**config.mk**
```make
export PLATFORM = sky130hd
export DESIGN_NAME = id_stage
export DESIGN_NICKNAME = d
export VERILOG_FILES = /design/src/rtl/id_stage.sv
export SDC_FILE = /design/constraint.sdc
export NUM_CORES = 2
export LEC_CHECK = 0
export CAP_MARGIN = 20
export CORE_UTILIZATION = 51
export DETAILED_ROUTE_END_ITERATION = 10
export PLACE_DENSITY_LB_ADDON = 0.2
export SLEW_MARGIN = 10
export SYNTH_ARGS = -nofsm -noshare
export SYNTH_HDL_FRONTEND = slang
export SYNTH_SLANG_ARGS = --single-unit
```
**constraint.sdc**
```tcl
create_clock -name clk -period 3.2 [get_ports clk]
set_clock_uncertainty 0.15 [all_clocks]
set_input_delay 0.64 -clock clk [delete_from_list [all_inputs] [get_ports clk]]
set_output_delay 0.64 -clock clk [all_outputs]
set_load 0.05 [all_outputs]
```
**src/rtl/id_stage.sv**
```systemverilog
// LEGv8 instruction-decode stage: opcode decode, 32x64 register file with
// write bypass, load-use hazard detection and the registered ID/EX buffer.
module id_stage (
   input  logic         clk,
   input  logic         rst_n,
   input  logic [95:0]  if_buf,
   input  logic         if_valid,
   input  logic         flush,
   input  logic         wb_reg_write,
   input  logic [4:0]   wb_reg,
   input  logic [63:0]  wb_data,
   output logic [298:0] id_ex_buf,
   output logic         id_ex_valid,
   output logic         stall,
   output logic         illegal
);

   localparam logic [10:0] OP_ADD  = 11'b10001011000;
   localparam logic [10:0] OP_SUB  = 11'b11001011000;
   localparam logic [10:0] OP_AND  = 11'b10001010000;
   localparam logic [10:0] OP_ORR  = 11'b10101010000;
   localparam logic [9:0]  OP_ADDI = 10'b1001000100;
   localparam logic [9:0]  OP_SUBI = 10'b1101000100;
   localparam logic [10:0] OP_LDUR = 11'b11111000010;
   localparam logic [10:0] OP_STUR = 11'b11111000000;
   localparam logic [7:0]  OP_CBZ  = 8'b10110100;
   localparam logic [7:0]  OP_CBNZ = 8'b10110101;
   localparam logic [5:0]  OP_B    = 6'b000101;

   logic [31:0] instr;
   logic [63:0] pc;
   logic [4:0]  rn, rm, rt;

   assign instr = if_buf[95:64];
   assign pc    = if_buf[63:0];
   assign rn    = instr[9:5];
   assign rm    = instr[20:16];
   assign rt    = instr[4:0];

   logic        is_r, is_imm, is_ldur, is_stur, is_cbz, is_cbnz, is_b;

   assign is_r    = (instr[31:21] == OP_ADD) || (instr[31:21] == OP_SUB) ||
                    (instr[31:21] == OP_AND) || (instr[31:21] == OP_ORR);
   assign is_imm  = (instr[31:22] == OP_ADDI) || (instr[31:22] == OP_SUBI);
   assign is_ldur = (instr[31:21] == OP_LDUR);
   assign is_stur = (instr[31:21] == OP_STUR);
   assign is_cbz  = (instr[31:24] == OP_CBZ);
   assign is_cbnz = (instr[31:24] == OP_CBNZ);
   assign is_b    = (instr[31:26] == OP_B);

   logic [1:0]  alu_src, alu_op;
   logic        br, bz, bnz, mem_write, mem_read, mem_to_reg, reg_write;
   logic [63:0] sext;
   logic        legal;
   logic        use_src2;
   logic [4:0]  src2;

   always_comb begin
      alu_src    = 2'b00;
      alu_op     = 2'b00;
      br         = 1'b0;
      bz         = 1'b0;
      bnz        = 1'b0;
      mem_write  = 1'b0;
      mem_read   = 1'b0;
      mem_to_reg = 1'b0;
      reg_write  = 1'b0;
      sext       = 64'd0;
      legal      = 1'b1;
      use_src2   = 1'b0;
      src2       = rm;
      if (is_r) begin
         alu_op    = 2'b10;
         reg_write = 1'b1;
         use_src2  = 1'b1;
      end else if (is_imm) begin
         alu_src   = 2'b10;
         alu_op    = 2'b10;
         reg_write = 1'b1;
         sext      = {52'd0, instr[21:10]};
      end else if (is_ldur) begin
         alu_src    = 2'b01;
         mem_read   = 1'b1;
         mem_to_reg = 1'b1;
         reg_write  = 1'b1;
         sext       = {{55{instr[20]}}, instr[20:12]};
      end else if (is_stur) begin
         alu_src   = 2'b01;
         mem_write = 1'b1;
         use_src2  = 1'b1;
         src2      = rt;
         sext      = {{55{instr[20]}}, instr[20:12]};
      end else if (is_cbz || is_cbnz) begin
         alu_op   = 2'b01;
         bz       = is_cbz;
         bnz      = is_cbnz;
         use_src2 = 1'b1;
         src2     = rt;
         sext     = {{45{instr[23]}}, instr[23:5]};
      end else if (is_b) begin
         alu_op = 2'b01;
         br     = 1'b1;
         sext   = {{38{instr[25]}}, instr[25:0]};
      end else begin
         legal = 1'b0;
      end
   end

   // XZR reads as zero; otherwise a same-cycle write-back is forwarded.
   logic [63:0] regs [0:31];
   logic [63:0] data1, src2_val, data2;

   assign data1    = (rn == 5'd31) ? 64'd0 :
                     (wb_reg_write && (wb_reg == rn)) ? wb_data : regs[rn];
   assign src2_val = (src2 == 5'd31) ? 64'd0 :
                     (wb_reg_write && (wb_reg == src2)) ? wb_data : regs[src2];
   assign data2    = use_src2 ? src2_val : 64'd0;

   always_ff @(posedge clk or negedge rst_n) begin
      if (!rst_n) begin
         for (int i = 0; i < 32; i++) regs[i] <= 64'd0;
      end else if (wb_reg_write && (wb_reg != 5'd31)) begin
         regs[wb_reg] <= wb_data;
      end
   end

   // Upstream presents an instruction when if_valid is high; it is accepted on
   // any edge where stall is low, and held unchanged by upstream while stall is high.
   logic [4:0] ex_rt;
   assign ex_rt = id_ex_buf[68:64];
   assign stall = id_ex_valid && id_ex_buf[296] && (ex_rt != 5'd31) &&
                  ((ex_rt == rn) || (use_src2 && (ex_rt == src2))) && if_valid;

   logic [298:0] next_buf;
   assign next_buf = {reg_write, mem_to_reg, mem_read, mem_write, bnz, bz, br,
                      alu_op, alu_src, data2, data1, sext, instr, pc};

   always_ff @(posedge clk or negedge rst_n) begin
      if (!rst_n) begin
         id_ex_buf   <= '0;
         id_ex_valid <= 1'b0;
         illegal     <= 1'b0;
      end else if (flush || stall || !if_valid) begin
         id_ex_buf   <= '0;
         id_ex_valid <= 1'b0;
         illegal     <= 1'b0;
      end else begin
         id_ex_buf   <= next_buf;
         id_ex_valid <= legal;
         illegal     <= !legal;
      end
   end

endmodule

```
==> metrics.txt <==
launch point of the worst reg-to-reg path=id_ex_buf[66]$_DFF_PN0_; internal power=roughly 62 mW; share of power burned in registers=44.0%; distinct cell type count after synthesis=92; critical path peak fanout=4; standard cell area after detailed placement=0.137 mm^2; number of vias per cell=6.70; DRC violations left=0; combinational group share of total power=about a fifth; cell depth of the worst flop-to-flop path=12; clock slew at reported path FFs=approximately 0.060 ns; Die Area=approximately 0.24 mm^2; Routed Antenna Nets=0; count of vias placed by the detailed router=roughly 94000; number of pins exceeding their max-slew limit in the final report=0; vias in the first global route=just over 90000; async set or reset register ratio after synthesis=100%; Leakage=between 60 and 70 nW; IR Drop Worst-Case VDD=around 0.00052 V; path type of the worst min-delay path=primary input to flip-flop; Worst-Margin Slew=1.12 ns; TritonCTS Sinks=around 2300; routability congestion estimate=between 0.9 and 1; Total Routed Length=446 mm; CTS tree=yes; endpoint of the worst setup timing path=stall; Syn Inst Count=9952; most area-consuming cells after synthesis=dfrtp_1 (48%), mux2_2 (18%), mux4_2 (12%), nand2_1 (5.5%), nand3_1 (2.3%); unrepaired setup endpoints after global routing=yes; relative contribution of the clock network to total power=about a third; Synth top area share=~48%; total of max-cap violations=0; net switching power=between 20 and 25 mW; flip-flop and latch count after synthesis=~2300; launching instance or port of the critical path=id_ex_buf[64]$_DFF_PN0_; buffer levels on the longest clock path=3; EDFF count, synth=0; cell row count=177; slack of the worst reg-to-reg path=about 0.27 ns; kind of critical path=flip-flop to output pin; power density of the placed cells=596 mW/mm^2; GRT overflow=0; Max-slew headroom=24.6%; fraction of power spent switching nets=between 20 and 30%; drt first pass iters=8; highest achievable clock rate=approximately 260 MHz; failing checks=negative setup slack; RR Endpoint=id_ex_buf[162]$_DFF_PN0_; antenna violations before repair=11; fraction of layout instances using a drive strength above 1=between 30% and 40%; number of nets in the layout=between 10000 and 15000; clock latency at the later pin of the worst-skew pair=just over 0.9 ns; Synth Area per Inst=12.0 um^2; most used flip-flop cell after synthesis=dfrtp_1; layout overhead on the synthesized area=22.2%; top-level I/O count=~470; Starting DRT DRC Count=between 10000 and 15000; Netlist Area Pre-Place=around 0.12 mm^2; crit path launch type=flip-flop; core region area=between 0.2 and 0.25 mm^2; wire length of the first global-routing pass=approximately 650 mm; Final setup violation count=2; Seq/Total Area, Yosys=48.3%; fin crit period=between 3 and 4 ns; CTS buffer count=240; final standard cell area without fillers=0.146 mm^2; status=finished, violations left; smallest hold slack=~0.073 ns; number of levels in the clock H-tree=4; initial core utilization=between 50% and 60%; Post-Synthesis Net Count=10100; non-filler instance count after layout=roughly 14000; sum of negative setup slack=-0.644 ns; critical path data arrival time=3.05 ns; Die Ht=between 400 and 500 um; count of synthesis-stage warnings from yosys=0; routed len/inst=~32 um; maximum number of pins on one net before global-route repair=between 100 and 150; part of the cycle the worst path needs=120%; number of endpoints with negative hold slack in the final report=0; quantity of I/O buffers inserted on ports=471; clk root buf=clkbuf_16; worst path required time=approximately 2.4 ns; Die X-Extent=roughly 500 um; total routing resource utilization after global routing=between 30% and 40%; half-perimeter wire length after placement=between 200 and 300 mm; Placed Cells incl. Taps=around 14000; library cell with the largest summed area after synthesis=dfrtp_1; nature of the critical path endpoint=output pin; Final Worst Setup Slack=-0.638 ns
## how the worst min path moves through the flow
stage | startpoint | end | slack (ns) | depth (start not counted)
6_report | if_buf[88] | id_ex_buf[293]$_DFF_PN0_ | 0.07 | 3
2_1_floorplan | rst_n | id_ex_buf[0]$_DFF_PN0_ | 0.19 | 0
3_5_place_dp | regs[7]$_DFFE_PN0P_ | regs[7]$_DFFE_PN0P_ | 0.24 | 0
4_1_cts | if_buf[88] | id_ex_buf[293]$_DFF_PN0_ | 0.01 | 3
3_3_place_gp | regs[51]$_DFFE_PN0P_ | regs[51]$_DFFE_PN0P_ | 0.23 | 0
5_1_grt | if_buf[88] | id_ex_buf[293]$_DFF_PN0_ | 0.05 | 3
## power by group through the flow
stage | registers (mW) | logic [mW] | clock network (mW)
6_report | 38.3 | 18.2 | 30.6
5_1_grt | 38.8 | 19.3 | 32.1
4_1_cts | 38.1 | 17.9 | 30.8
3_5_place_dp | 38.6 | 17.8 | 0
3_3_place_gp | 38.2 | 17.3 | 0
2_1_floorplan | 37.6 | 11.6 | 0
## what timing repair did
item / 4_1_cts / 5_1_grt
hold buffers: 1 / 3
resized for setup: 79 / 39
hold endpoints to repair: 539 / 3
buffers inserted: 18 / 13
pin swaps: 22 / 13
gates cloned: 0 / 3
endpoints found under the setup margin: 82 / 42
## critical path, cell delays in order, from the launching register on
cell,delay [ns]
dfrtp_2,0.45
a222oi_1,0.36
and2_1,0.23
o221ai_2,0.12
a2111oi_4,0.36
nand2_2,0.12
a21boi_4,0.30
buf_12,0.18
## cell type report
type	count	area (um^2)
diodes	7	17.5
clock buffers	335	7030
clock inverters	115	1620
fillers	17600	86600
inverters	16	60.1
multi-input cells	6538	57600
flip-flops and latches	2310	57800
well taps	3132	3920
repair buffers	1596	18100
## synth_stat cells (all sizes together), types with 69 or more instances
master	instances
a211oi	92
a21oi	134
a311oi	69
a31oi	155
a32oi	74
and2	96
and3	83
buf	490
clkbuf	598
dfrtp	2310
mux2	1909
mux2i	208
mux4	640
nand2	1741
nand3	544
nand4	72
nor2	189
nor3	72
o21ai	152
o22ai	69
## kinds of logic after synthesis
family / after synthesis / share of synthesized area (%)
AOI/OAI and AO/OA: 927 / 5.49
xor gates and xnor gates: 17 / 0.125
buffers and inverters: 1104 / 4.02
and+or+nand+nor: 2837 / 10.3
DFF: 2310 / 48.3
muxes: 2757 / 31.8
## layout by cell type (no fill, tap or decap), types with 82 or more instances in the layout
cell / instances
clkbuf_16: 246
a211oi_1: 89
mux4_2: 640
mux2i_1: 208
and3_1: 82
nand2_1: 1717
nor2_1: 163
and2_1: 95
o21ai_0: 144
nand3_1: 538
a31oi_1: 152
buf_4: 726
dfrtp_1: 2307
a21oi_1: 131
clkdlybuf4s50_1: 409
buf_12: 378
mux2_2: 1907
## metal layers
metal	up-vias	track usage, %	share of wire [%]
li1	37800	-	-
met1	48600	51.3	39
met2	6420	55.3	44
met3	1429	9.07	11
met4	10	20.0	6.0
met5	-	0.510	0.049
## flip-flops by register name, summed over array words and instances, names as in the netlist
signal and flops:
regs 2048, illegal 1, id_ex_valid 1, id_ex_buf 260
## metrics by stage
step / setup WS (ns) / power (mW) / utilization (%)
2_1_floorplan: -0.201 / 49.1 / -
3_3_place_gp: -1.21 / 55.5 / 58.8
3_5_place_dp: -1.19 / 56.4 / 58.8
4_1_cts: -0.694 / 86.9 / 62.6
5_1_grt: -0.701 / 90.2 / 62.8
6_report: -0.638 / 87.1 / 62.8
Note: power is estimated with default switching activity, not from simulation.
